--- config.mk ---
export PLATFORM = sky130hd
export DESIGN_NAME = load_store_unit_flat
export DESIGN_NICKNAME = d
export VERILOG_FILES = /design/src/rtl/lsu_pkg.sv /design/src/rtl/lsu_if.sv /design/src/rtl/load_extend.sv /design/src/rtl/load_store_unit.sv /design/src/flat_wrapper.sv
export SDC_FILE = /design/constraint.sdc
export NUM_CORES = 1
export LEC_CHECK = 0
export ABC_AREA = 1
export CAP_MARGIN = 20
export CORE_MARGIN = 2
export CORE_UTILIZATION = 45
export CTS_BUF_LIST = sky130_fd_sc_hd__clkbuf_2 sky130_fd_sc_hd__clkbuf_4 sky130_fd_sc_hd__clkbuf_8
export CTS_CLUSTER_SIZE = 30
export DETAILED_ROUTE_END_ITERATION = 6
export PLACE_DENSITY_LB_ADDON = 0.3
export SETUP_SLACK_MARGIN = 0.1
export SLEW_MARGIN = 20
export SYNTH_ARGS = -nofsm -noshare
export SYNTH_HDL_FRONTEND = slang
export SYNTH_SLANG_ARGS = --single-unit
export TNS_END_PERCENT = 30
--- constraint.sdc ---
create_clock -name clk -period 2.75 [get_ports clk]
set_clock_uncertainty 0.15 [all_clocks]
set_input_delay 0.4125 -clock clk [delete_from_list [all_inputs] [get_ports clk]]
set_output_delay 0.4125 -clock clk [all_outputs]
set_load 0.005 [all_outputs]
--- src/rtl/lsu_pkg.sv ---
// Load/store unit shared definitions.
// Holds the RV32I load/store funct3 encodings, the LSU state and fault-code
// enums, and small decode helpers used by the top level.
package lsu_pkg;

  localparam logic [2:0] F3_B  = 3'b000;
  localparam logic [2:0] F3_H  = 3'b001;
  localparam logic [2:0] F3_W  = 3'b010;
  localparam logic [2:0] F3_BU = 3'b100;
  localparam logic [2:0] F3_HU = 3'b101;

  typedef enum logic [1:0] {
    IDLE,
    WAIT,
    RESP,
    ERR
  } lsu_state_e;

  typedef enum logic [1:0] {
    FLT_NONE     = 2'b00,
    FLT_MISALIGN = 2'b01,
    FLT_TIMEOUT  = 2'b10,
    FLT_ILLEGAL  = 2'b11
  } lsu_fault_e;

  // Stores only have signed-width encodings; loads also allow the unsigned ones.
  function automatic logic f3_legal(input logic store, input logic [2:0] f3);
    if (store) begin
      return (f3 == F3_B) || (f3 == F3_H) || (f3 == F3_W);
    end
    return (f3 == F3_B) || (f3 == F3_H) || (f3 == F3_W) || (f3 == F3_BU) || (f3 == F3_HU);
  endfunction

  // Access size lives in funct3[1:0]: 00 byte, 01 half, 10 word.
  function automatic logic f3_misaligned(input logic [2:0] f3, input logic [1:0] offset);
    case (f3[1:0])
      2'b01:   return offset[0];
      2'b10:   return offset != 2'b00;
      default: return 1'b0;
    endcase
  endfunction

endpackage

--- src/rtl/lsu_if.sv ---
// Data-memory bus between the load/store unit (master) and memory (slave).
//   mem_req   request, held until mem_ack
//   mem_we    1 = write
//   mem_addr  word-aligned byte address
//   mem_wdata lane-replicated store data
//   mem_be    byte enables
//   mem_ack   completion; mem_rdata valid with it
//   mem_rdata read word
interface lsu_if;
  logic        mem_req;
  logic        mem_we;
  logic [31:0] mem_addr;
  logic [31:0] mem_wdata;
  logic [3:0]  mem_be;
  logic        mem_ack;
  logic [31:0] mem_rdata;

  modport master (
    output mem_req, mem_we, mem_addr, mem_wdata, mem_be,
    input  mem_ack, mem_rdata
  );

  modport slave (
    input  mem_req, mem_we, mem_addr, mem_wdata, mem_be,
    output mem_ack, mem_rdata
  );
endinterface

--- src/rtl/load_extend.sv ---
// Combinational load-data formatter.
//   word    raw 32-bit bus read word
//   offset  byte offset of the access within the word
//   funct3  load type (LB/LH/LW/LBU/LHU)
//   result  extracted and sign/zero-extended value
module load_extend
  import lsu_pkg::*;
(
  input  logic [31:0] word,
  input  logic [1:0]  offset,
  input  logic [2:0]  funct3,
  output logic [31:0] result
);

  logic [31:0] shifted;

  // Move the addressed byte/halfword down to bit 0.
  assign shifted = word >> {offset, 3'b000};

  always_comb begin
    result = shifted;
    case (funct3)
      F3_B:    result = {{24{shifted[7]}}, shifted[7:0]};
      F3_H:    result = {{16{shifted[15]}}, shifted[15:0]};
      F3_BU:   result = {24'h0, shifted[7:0]};
      F3_HU:   result = {16'h0, shifted[15:0]};
      default: result = shifted; // word accesses are aligned, so no shift
    endcase
  end

endmodule

--- src/rtl/load_store_unit.sv ---
// MEM-stage load/store engine of the RV32I core.
// Accepts one load or store from EX, runs a req/ack transaction on the data bus
// and reports completion with done (qualified by fault/fault_code).
//   clk, rst_n           clock, asynchronous active-low reset
//   start                one-cycle request, sampled in IDLE only
//   is_load, is_store    direction
//   funct3, addr, wdata  access type, byte address, store data
//   busy                 high outside IDLE (pipeline stall)
//   done                 one-cycle completion pulse
//   rdata_out            formatted load result, held until next successful load
//   fault, fault_code    error qualifier for done
//   bus                  data-memory bus (master side)
module load_store_unit
  import lsu_pkg::*;
#(
  parameter int unsigned TIMEOUT_CYCLES = 255,
  parameter int unsigned TIMEOUT_W      = 8
) (
  input  logic        clk,
  input  logic        rst_n,
  input  logic        start,
  input  logic        is_load,
  input  logic        is_store,
  input  logic [2:0]  funct3,
  input  logic [31:0] addr,
  input  logic [31:0] wdata,
  output logic        busy,
  output logic        done,
  output logic [31:0] rdata_out,
  output logic        fault,
  output logic [1:0]  fault_code,
  lsu_if.master       bus
);

  lsu_state_e           state_q;
  logic                 busy_q;
  logic                 done_q;
  logic                 fault_q;
  lsu_fault_e           fault_code_q;
  logic [31:0]          rdata_q;
  logic                 mem_req_q;
  logic                 mem_we_q;
  logic [31:0]          mem_addr_q;
  logic [31:0]          mem_wdata_q;
  logic [3:0]           mem_be_q;
  logic [2:0]           funct3_q;
  logic [1:0]           offset_q;
  logic [TIMEOUT_W-1:0] count_q;

  lsu_fault_e  req_err;
  logic [3:0]  req_be;
  logic [31:0] req_wdata;
  logic [31:0] load_word;

  // Request decode; illegal encodings take priority over misalignment.
  always_comb begin
    req_err = FLT_NONE;
    if (is_load && is_store) begin
      req_err = FLT_ILLEGAL;
    end else if (!f3_legal(is_store, funct3)) begin
      req_err = FLT_ILLEGAL;
    end else if (f3_misaligned(funct3, addr[1:0])) begin
      req_err = FLT_MISALIGN;
    end
  end

  // Lane steering; loads drive the same enables for information only.
  always_comb begin
    req_be    = 4'b1111;
    req_wdata = wdata;
    unique case (funct3[1:0])
      2'b00: begin
        req_be    = 4'b0001 << addr[1:0];
        req_wdata = {4{wdata[7:0]}};
      end
      2'b01: begin
        req_be    = 4'b0011 << addr[1:0];
        req_wdata = {2{wdata[15:0]}};
      end
      default: begin
        req_be    = 4'b1111;
        req_wdata = wdata;
      end
    endcase
  end

  load_extend u_load_extend (
    .word   (bus.mem_rdata),
    .offset (offset_q),
    .funct3 (funct3_q),
    .result (load_word)
  );

  always_ff @(posedge clk or negedge rst_n) begin
    if (!rst_n) begin
      state_q      <= IDLE;
      busy_q       <= 1'b0;
      done_q       <= 1'b0;
      fault_q      <= 1'b0;
      fault_code_q <= FLT_NONE;
      rdata_q      <= '0;
      mem_req_q    <= 1'b0;
      mem_we_q     <= 1'b0;
      mem_addr_q   <= '0;
      mem_wdata_q  <= '0;
      mem_be_q     <= '0;
      funct3_q     <= '0;
      offset_q     <= '0;
      count_q      <= '0;
    end else begin
      // done/fault are single-cycle pulses, re-asserted only on entry to RESP/ERR.
      done_q       <= 1'b0;
      fault_q      <= 1'b0;
      fault_code_q <= FLT_NONE;
      case (state_q)
        IDLE: begin
          if (start && (is_load || is_store)) begin
            busy_q <= 1'b1;
            if (req_err != FLT_NONE) begin
              state_q      <= ERR;
              done_q       <= 1'b1;
              fault_q      <= 1'b1;
              fault_code_q <= req_err;
            end else begin
              state_q     <= WAIT;
              mem_req_q   <= 1'b1;
              mem_we_q    <= is_store;
              mem_addr_q  <= {addr[31:2], 2'b00};
              mem_wdata_q <= req_wdata;
              mem_be_q    <= req_be;
              funct3_q    <= funct3;
              offset_q    <= addr[1:0];
              count_q     <= '0;
            end
          end
        end
        WAIT: begin
          // Ack is checked first so it wins over a same-cycle timeout.
          if (bus.mem_ack) begin
            state_q   <= RESP;
            mem_req_q <= 1'b0;
            done_q    <= 1'b1;
            if (!mem_we_q) begin
              rdata_q <= load_word;
            end
          end else if ((TIMEOUT_CYCLES != 0) &&
                       (count_q == TIMEOUT_W'(TIMEOUT_CYCLES - 1))) begin
            state_q      <= ERR;
            mem_req_q    <= 1'b0;
            done_q       <= 1'b1;
            fault_q      <= 1'b1;
            fault_code_q <= FLT_TIMEOUT;
          end else begin
            count_q <= count_q + TIMEOUT_W'(1);
          end
        end
        RESP, ERR: begin
          state_q <= IDLE;
          busy_q  <= 1'b0;
        end
        default: begin
          state_q <= IDLE;
          busy_q  <= 1'b0;
        end
      endcase
    end
  end

  assign busy          = busy_q;
  assign done          = done_q;
  assign fault         = fault_q;
  assign fault_code    = fault_code_q;
  assign rdata_out     = rdata_q;
  assign bus.mem_req   = mem_req_q;
  assign bus.mem_we    = mem_we_q;
  assign bus.mem_addr  = mem_addr_q;
  assign bus.mem_wdata = mem_wdata_q;
  assign bus.mem_be    = mem_be_q;

endmodule

--- src/flat_wrapper.sv ---
// flat-port wrapper written by rule: the top's interface ports become plain ports
module load_store_unit_flat import lsu_pkg::*;
#(
  parameter int unsigned TIMEOUT_CYCLES = 255,
  parameter int unsigned TIMEOUT_W      = 8
)
  (clk, rst_n, start, is_load, is_store, funct3, addr, wdata, busy, done, rdata_out, fault, fault_code, bus_mem_req, bus_mem_we, bus_mem_addr, bus_mem_wdata, bus_mem_be, bus_mem_ack, bus_mem_rdata);
  lsu_if bus_i ();
  input  logic clk;
  input  logic rst_n;
  input  logic start;
  input  logic is_load;
  input  logic is_store;
  input  logic [2:0] funct3;
  input  logic [31:0] addr;
  input  logic [31:0] wdata;
  output logic busy;
  output logic done;
  output logic [31:0] rdata_out;
  output logic fault;
  output logic [1:0] fault_code;
  output wire logic [$bits(bus_i.mem_req)-1:0] bus_mem_req;
  output wire logic [$bits(bus_i.mem_we)-1:0] bus_mem_we;
  output wire logic [$bits(bus_i.mem_addr)-1:0] bus_mem_addr;
  output wire logic [$bits(bus_i.mem_wdata)-1:0] bus_mem_wdata;
  output wire logic [$bits(bus_i.mem_be)-1:0] bus_mem_be;
  input wire logic [$bits(bus_i.mem_ack)-1:0] bus_mem_ack;
  input wire logic [$bits(bus_i.mem_rdata)-1:0] bus_mem_rdata;
  assign bus_mem_req = bus_i.mem_req;
  assign bus_mem_we = bus_i.mem_we;
  assign bus_mem_addr = bus_i.mem_addr;
  assign bus_mem_wdata = bus_i.mem_wdata;
  assign bus_mem_be = bus_i.mem_be;
  assign bus_i.mem_ack = bus_mem_ack;
  assign bus_i.mem_rdata = bus_mem_rdata;
  load_store_unit #(.TIMEOUT_CYCLES(TIMEOUT_CYCLES), .TIMEOUT_W(TIMEOUT_W)) u_core (.clk(clk), .rst_n(rst_n), .start(start), .is_load(is_load), .is_store(is_store), .funct3(funct3), .addr(addr), .wdata(wdata), .busy(busy), .done(done), .rdata_out(rdata_out), .fault(fault), .fault_code(fault_code), .bus(bus_i));
endmodule
==> flow_summary.toml, run 1 <==
[finish]
nFillCells = 1091
final_layout_size_suffix_gt1_share_pct = 8.15
syn_to_final_growth_pct = 45.7
final_util_pct = 67.7
antennaDiodeCount = 0
final_nets = 1079

[yosys]
ys_ff_latch = 120
synth_top_cell_area_share_pct = 50.8
yosysWarnings = 0
synthAdderAreaFrac_pct = 1.06
netlist_top_cells_area = "dfrtp_1 51%, nand2_1 22%, o21ai_0 4.7%"
avgSynthCellArea_um2 = 7.82
synthSimpleGateAreaFrac_pct = 29.3
synth_top_family_by_area = "simple AND/OR/NAND/NOR gates"
synth_top_area_cell = "dfrtp_1"
syn-cell-area_mm2 = 0.00591
yosysSeqAreaShare_pct = 50.8
yosys-mux-area-fraction_pct = 0
synth_xor_area_share_pct = 0
synth_compound_area_share_pct = 10.6
yosysUniqueCellTypes = 35
synth_cells = 756

[power]
ir_drop_mv = 0.605
power_frac_comb_pct = 43.8
p_int_mw = 5.73
power.share.sequential_pct = 35.7
p_sw_mw = 3.01
p_leak_nw = 4.18
clkPwrFrac_pct = 20.4
cellPowerDensity_mw_per_mm2 = 1010
finalPower_mw = 8.73
swShare_pct = 34.4

[clocking]
clockBufferDepth = 2
cts_tree = "built"
cts.htree.levels = 4
cts_setup_buffers = 0
cts-root-buf = "clkbuf_8"
clock_sinks = 120
clk_pin_slew_ns = 0.07
clkLatencyLatePin_ns = 0.43
cts_buffers = 17

[floorplan]
start_util_pct = 46.5
num_rows = 41
core_mm2 = 0.0127
die_w_um = 119
io_pins = 212
die_y_um = 119
die_area_mm2 = 0.0141

[critical_path]
crit_buf_inv = 3
critPathKind = "flip-flop to flip-flop"
slowest_delay_ns = 0.60
cp-end-kind = "flip-flop"
crit_top_cell = "inv_1"
worst_ep_arrival_time_ns = 2.37
crit_fanout = 19
crit_chain = "inv_1, buf_4, nand3_1, nand3_2, o21ai_2, o22ai_1, inv_1"
crit_path_top_delay_cell = "dfrtp_1"
cp-start-kind = "flip-flop"
required_ns = 2.98
cp_top_family = "flip-flops"

[sta]
final_max_slew_viol_count = 0
setup_viol = 0
finalCritPeriodShare_pct = 77.9
hold_viol = 0
setup_tns_ns = 0
fin_crit_ns = 2.14
worstMarginPinSlew_ns = 0.798
slew_headroom_pct = 46.8
fmax_mhz = 467
fin_ws_ns = 0.606
rsz0062_at_grt = "false"

[detailed_routing]
wl_per_cell_um = 14.5
drc = 0
vias = 5741
viasPerCell = 4.98
wl_mm = 16.7
dr.pass1.iters = 7
dr.first_iter.drc_count = 375
drtAntennaViolNets = 0

[hold_path]
hold_path_class = "primary input to asynchronous set/reset pin"

[placement]
dp_hpwl_mm = 12.2
io_buffers = 209
gp_congestion = 0.848
pre_cts_ws_ns = 0.255

[outcome]
status = "complete, no violations"

[grt]
antenna_found_initial = 0
grt_pass1_wl_mm = 27.4
grt_overflow = 0
grt_pass1_vias = 5516
grt_max_degree = 69
track_usage_pct = 24.4

[flow_run]
drv_cap = 0
[state kept, by name (all words and copies together) (netlist names)]
| register | flops |
|---|---|
| u_core.count_q | 8 |
| u_core.fault_code | 2 |
| u_core.done | 1 |
| u_core.offset_q | 2 |
| u_core.bus.mem_we | 1 |
| u_core.bus.mem_wdata | 32 |
| u_core.bus.mem_addr | 30 |
| u_core.bus.mem_req | 1 |
| u_core.rdata_out | 32 |
| u_core.bus.mem_be | 4 |
| u_core.busy | 1 |
| u_core.state_q | 2 |
| u_core.fault | 1 |
| u_core.funct3_q | 3 |
[per-stage QoR]
step,std cells,hold slack (ns),cell area [um^2]
2_1_floorplan,757,-0.0331,5910
3_3_place_gp,1121,0.210,8150
3_5_place_dp,1121,0.213,8150
4_1_cts,1153,0.269,8610
5_1_grt,1153,0.299,8610
6_report,1153,0.282,8610
[synth_stat cells, drive strengths merged]
cell type,count
o22ai,16
dfrtp,120
nand4,3
nand3b,1
clkinv,1
a22oi,1
nand3,33
buf,29
nor3,2
a21oi,27
o21ai,58
o21bai,2
nor2,26
o211ai,10
clkbuf,8
ha,5
nor4,1
nand2,355
inv,57
conb,1
[metal layers]
layer  routed length (um)  global-route usage (%)  part of all wire [%]  vias up
li1                     -                       -                     -     2820
met1                 6950                    30.9                    42     2656
met2                 7890                    38.6                    47      236
met3                 1530                    8.11                   9.1       29
met4                  364                    9.23                   2.2        0
met5                    0                       0                     0        -
[cell families (layout without fill, tap and decap cells)]
kind of cell,after synthesis,after routing
buffers and inverters,95,319
flip-flops,120,120
AND/OR/NAND/NOR,421,421
other,1,2
adder cells (fa/ha/maj),5,5
AO/OA/AOI/OAI,114,114
[power groups by stage]
stage,Combinational [mW],Sequential [mW],Clock [mW]
after floorplan,1.66,3.10,0
after global placement,3.74,3.12,0
after detailed placement,3.83,3.12,0
after CTS,3.85,3.12,1.81
after global routing,4.22,3.23,1.89
final,3.83,3.12,1.79
[placed cells by master (no fill, tap or decap), types with 3 or more instances in the layout]
| cell | n |
|---|---|
| nor2_1 | 19 |
| nand4_1 | 3 |
| o211ai_1 | 10 |
| o22ai_1 | 16 |
| buf_12 | 3 |
| inv_1 | 54 |
| nand2_1 | 341 |
| o21ai_0 | 56 |
| nand2_2 | 13 |
| nor2_4 | 3 |
| dfrtp_1 | 120 |
| nor2_2 | 3 |
| buf_4 | 18 |
| clkbuf_8 | 21 |
| nand3_1 | 30 |
| clkdlybuf4s50_1 | 208 |
| nand3_2 | 3 |
| bufinv_16 | 4 |
| ha_1 | 5 |
| a21oi_1 | 27 |
| clkinv_2 | 3 |
[final timing paths]
kind,start,endpoint,slack (ns),cells past startpoint
setup / recovery,u_core.offset_q[1],u_core.rdata_out[28],0.61,7
hold / removal,rst_n,u_core.bus.mem_wdata[19],0.28,2
setup reg to reg,u_core.offset_q[1],u_core.rdata_out[28],0.61,7
hold reg to reg,u_core.bus.mem_wdata[22],u_core.bus.mem_wdata[22],0.32,2
max in group asynchronous,rst_n,u_core.bus.mem_addr[5],1.47,3
min in group clk,u_core.bus.mem_wdata[22],u_core.bus.mem_wdata[22],0.32,2
[what timing repair did]
item,4_1_cts,5_1_grt
gates resized for setup,0,0
hold endpoints to repair,27,0
hold buffers,1,0
[layout make-up]
| type | instances | area (um^2) | share of cell area [%] |
|---|---|---|---|
| Sequential cell | 120 | 3000 | 34.9 |
| Multi-Input combinational cell | 542 | 2440 | 28.3 |
| Timing Repair Buffer | 230 | 2290 | 26.6 |
| Clock buffer | 23 | 304 | 3.53 |
| Inverter | 58 | 223 | 2.59 |
| Tap cell | 172 | 215 | 2.50 |
| Clock inverter | 8 | 143 | 1.66 |
Note: power is estimated with default switching activity, not from simulation.
==> inputs of run 2 (changes only) <==
==> constraint.sdc (replaced) <==
create_clock -name clk -period 2.08 [get_ports clk]
set_clock_uncertainty 0.15 [all_clocks]
set_input_delay 0.312 -clock clk [delete_from_list [all_inputs] [get_ports clk]]
set_output_delay 0.312 -clock clk [all_outputs]
set_load 0.005 [all_outputs]
==> flow_summary.toml, run 2 (synthesis gave the netlist of run 1 again) <==
[sta]
fin_ws_ns = 0.197
fmax_mhz = 531
finalCritPeriodShare_pct = 90.5
fin_crit_ns = 1.88
setup_viol = 0
slew_headroom_pct = 65.9
rsz0062_at_grt = "false"
hold_viol = 0
worstMarginPinSlew_ns = 0.510
final_max_slew_viol_count = 0

[grt]
antenna_found_initial = 0
grt_overflow = 0
grt_pass1_wl_mm = 27.4
grt_max_degree = 58
grt_pass1_vias = 5627
track_usage_pct = 24.6

[power]
ir_drop_mv = 0.604
cellPowerDensity_mw_per_mm2 = 1310
p_leak_nw = 4.24

[floorplan]
io_pins = 212
start_util_pct = 46.5
num_rows = 41
core_mm2 = 0.0127
die_y_um = 119
die_w_um = 119
die_area_mm2 = 0.0141

[critical_path]
cp-end-kind = "output pin"
cp-start-kind = "flip-flop"
rr_worst_depth = 8
cp_top_family = "buffers and inverters"
cp.depth = 1
crit_buf_inv = 1
worst_ep_arrival_time_ns = 1.42
slowest_delay_ns = 0.55
crit_chain = "clkdlybuf4s50_1"
crit_fanout = 3
critPathKind = "flip-flop to output pin"
crit_path_top_delay_cell = "clkdlybuf4s50_1"
required_ns = 1.62

[finish]
final_util_pct = 68.8
final_common_cell = "nand2_1"
mostFrequentLayoutCells = "341 x nand2_1, 208 x clkdlybuf4s50_1, 120 x dfrtp_1"
final_layout_size_suffix_gt1_share_pct = 9.45
fin_area_mm2 = 0.00876
syn_to_final_growth_pct = 48.2
layout.cells.non_filler = 1167
final_nets = 1092
antennaDiodeCount = 0

[clocking]
clock_sinks = 120
cts.htree.levels = 4
cts-root-buf = "clkbuf_8"
cts_tree = "built"
clk_pin_slew_ns = 0.08
clkLatencyLatePin_ns = 0.44
clockBufferDepth = 2
cts_buffers = 17

[flow_run]
drv_cap = 0

[placement]
dp_hpwl_mm = 12.2
dpl_cell_area_mm2 = 0.00831
place_inst = 1134
pre_cts_ws_ns = -0.169
gp_congestion = 0.898
io_buffers = 209

[detailed_routing]
dr.pass1.iters = 5
vias = 5783
drtAntennaViolNets = 0
wl_per_cell_um = 14.5
viasPerCell = 4.96
wl_mm = 16.9
drc = 0
dr.first_iter.drc_count = 574

[outcome]
status = "complete, no violations"

[hold_path]
hold_path_class = "primary input to asynchronous set/reset pin"
-- run 2: layout make-up --
class,count,area (um^2)
Tap cell,172,215
Sequential cell,120,3000
Clock inverter,15,179
Inverter,58,223
Multi-Input combinational cell,542,2460
Fill cell,1060,3970
Timing Repair Buffer,243,2450
Clock buffer,17,234
-- run 2: what timing repair did --
action / in CTS / in global routing
endpoints found under the hold margin: 31 / 0
hold buffers: 1 / 0
resized for setup: 0 / 3
buffers inserted: 0 / 0
endpoints found under the setup margin: 0 / 22
-- run 2: metal layers --
| layer | global-route usage, % | part of all wire [%] | up-vias |
|---|---|---|---|
| met4 | 9.45 | 2.2 | 0 |
| met1 | 30.0 | 41 | 2687 |
| met3 | 8.40 | 8.4 | 29 |
| met5 | 0 | 0 | - |
| li1 | - | - | 2847 |
| met2 | 40.1 | 49 | 220 |
-- run 2: per-stage QoR --
stage / power [mW] / setup TNS (ns) / hold WS [ns]
after floorplan: 6.29 / 0 / -0.134
after global placement: 9.17 / -5.95 / 0.142
after detailed placement: 9.27 / -10.45 / 0.143
after CTS: 11.5 / 0 / 0.207
after global routing: 12.3 / 0 / 0.234
final: 11.5 / 0 / 0.219
-- run 2: worst paths after layout --
kind	startpoint	endpoint	slack, ns
worst min-delay path	rst_n	u_core.rdata_out[25]	0.22
max in group asynchronous	rst_n	u_core.bus.mem_addr[17]	0.94
worst min register to register	u_core.bus.mem_wdata[3]	u_core.bus.mem_wdata[3]	0.33
worst max register to register	u_core.offset_q[0]	u_core.rdata_out[19]	0.25
worst max-delay path	u_core.bus.mem_we	bus_mem_we	0.20
min in group clk	addr[24]	u_core.bus.mem_addr[24]	0.25
-- run 2: report_power, final --
| group | switching, mW | total [mW] | internal (mW) |
|---|---|---|---|
| Sequential | 0.697 | 4.09 | 3.40 |
| Clock | 1.01 | 2.20 | 1.19 |
| Combinational | 2.39 | 5.22 | 2.83 |
==> inputs of run 3 (changes only) <==
--- a/config.mk
+++ b/config.mk
@@ -12,6 +12,7 @@
 export CTS_BUF_LIST = sky130_fd_sc_hd__clkbuf_2 sky130_fd_sc_hd__clkbuf_4 sky130_fd_sc_hd__clkbuf_8
 export CTS_CLUSTER_SIZE = 30
 export DETAILED_ROUTE_END_ITERATION = 6
+export GPL_TIMING_DRIVEN = 0
 export PLACE_DENSITY_LB_ADDON = 0.3
 export SETUP_SLACK_MARGIN = 0.1
 export SLEW_MARGIN = 20
==> flow_summary.toml, run 3 (synthesis gave the netlist of run 1 again) <==
[outcome]
status = "complete, no violations"

[finish]
final_common_cell = "nand2_1"
layout.cells.non_filler = 1174
final_layout_size_suffix_gt1_share_pct = 9.10
final_nets = 1097
syn_to_final_growth_pct = 47.8
mostFrequentLayoutCells = "341 x nand2_1, 206 x clkdlybuf4s50_1, 120 x dfrtp_1"

[grt]
antenna_found_initial = 2
grt_overflow = 0
grt_pass1_wl_mm = 28.1
track_usage_pct = 25.2
grt_max_degree = 63
grt_pass1_vias = 5694

[clocking]
clock_sinks = 120
cts-root-buf = "clkbuf_8"
cts.htree.levels = 4
cts_buffers = 17
clk_pin_slew_ns = 0.07
cts_tree = "built"
clockBufferDepth = 2
clkLatencyLatePin_ns = 0.45

[detailed_routing]
drc = 0
drtAntennaViolNets = 0
wl_met1_mm = 6.96
viasPerCell = 4.94
routed.top_layer = "met4"
wl_met2_mm = 8.24
vias = 5801
wl_per_cell_um = 14.6
dr.first_iter.drc_count = 558
dr.pass1.iters = 5
wl_met3_mm = 1.66
wl_mm = 17.2

[critical_path]
slowest_delay_ns = 0.43
crit_path_top_delay_cell = "dfrtp_1"
crit_chain = "inv_1, ha_1, inv_1, nor2_1, nand3_1, nand2_1, nor2_4, nand3_2, nand2_1, nand2_1"
crit_fanout = 9
crit_top_cell = "nand2_1"
cp-end-kind = "flip-flop"
required_ns = 2.26
cp-start-kind = "flip-flop"
worst_ep_arrival_time_ns = 2.09
critPathKind = "flip-flop to flip-flop"

[flow_run]
drv_cap = 0

[sta]
fmax_mhz = 524
final_max_slew_viol_count = 0
slew_headroom_pct = 62.9
finalCritPeriodShare_pct = 91.7
rsz0062_at_grt = "true"
fin_crit_ns = 1.91
setup_viol = 0
fin_ws_ns = 0.173
hold_viol = 0
timing.hold.ws_ns = 0.00492
setup_tns_ns = 0
worstMarginPinSlew_ns = 0.557

[power]
swShare_pct = 34.8
p_leak_nw = 4.26
power_frac_comb_pct = 44.5
ir_drop_mv = 0.714
cellPowerDensity_mw_per_mm2 = 1330
p_int_mw = 7.58
p_sw_mw = 4.05
power.share.sequential_pct = 35.0
clkPwrFrac_pct = 20.5

[placement]
dp_hpwl_mm = 12.8
io_buffers = 209
gp_congestion = 0.875
place_inst = 1139
pre_cts_ws_ns = -0.378

[floorplan]
num_rows = 41
core_mm2 = 0.0127
io_pins = 212
die_w_um = 119
die_area_mm2 = 0.0141
start_util_pct = 46.5
die_y_um = 119

[hold_path]
hold_path_class = "primary input to flip-flop"
-- run 3: worst max-delay path, delay by kind of cell (launching register included) --
family / cells / cell delay (ns)
flops: 1 / 0.43
buf+inv: 2 / 0.16
fa+ha+maj: 1 / 0.20
simple gates: 7 / 0.87
-- run 3: power by group through the flow --
stage	combinational [mW]	sequential [mW]	clock (mW)
2_1_floorplan	2.19	4.09	0
3_3_place_gp	5.03	4.07	0
3_5_place_dp	5.15	4.08	0
4_1_cts	5.19	4.07	2.42
5_1_grt	5.70	4.21	2.53
6_report	5.18	4.07	2.38
-- run 3: final cells by class --
class | instances | area [um^2]
fill | 1075 | 3990
sequential | 120 | 3000
multi-input combinational | 542 | 2430
timing repair buffer | 211 | 2140
clock buffer | 22 | 284
buffer | 37 | 268
inverter | 58 | 223
tap | 172 | 215
clock inverter | 10 | 168
antenna | 2 | 5.00
-- run 3: repair_timing --
action,4_1_cts,5_1_grt
pin swaps,0,0
hold buffers,1,0
resized for setup,1,5
buffers inserted,0,0
gates cloned,0,0
endpoints found under the setup margin,8,81
hold endpoints to repair,58,0
-- run 3: routing by layer --
layer / vias to the layer above / GRT usage [%]
li1: 2866 / -
met1: 2636 / 31.1
met2: 269 / 40.5
met3: 30 / 9.22
met4: 0 / 9.08
met5: - / 0
-- run 3: per-stage QoR --
step | total power [mW] | utilization [%] | cell area [um^2]
final | 11.6 | 68.7 | 8730
after global routing | 12.4 | 68.7 | 8730
after CTS | 11.7 | 68.5 | 8720
after detailed placement | 9.23 | 64.9 | 8250
after global placement | 9.10 | 64.6 | 8220
after floorplan | 6.29 | - | 5910
-- run 3: path summary, 6_finish.rpt --
check	from	to	slack, ns	cells past startpoint
max in group asynchronous	rst_n	u_core.bus.mem_addr[23]	0.82	3
worst max register to register	u_core.count_q[0]	u_core.count_q[5]	0.17	10
min in group asynchronous	rst_n	u_core.rdata_out[20]	0.26	2
worst max-delay path	u_core.count_q[0]	u_core.count_q[5]	0.17	10
worst min register to register	u_core.bus.mem_be[3]	u_core.bus.mem_be[3]	0.32	2
worst min-delay path	funct3[1]	u_core.funct3_q[1]	0.005	3
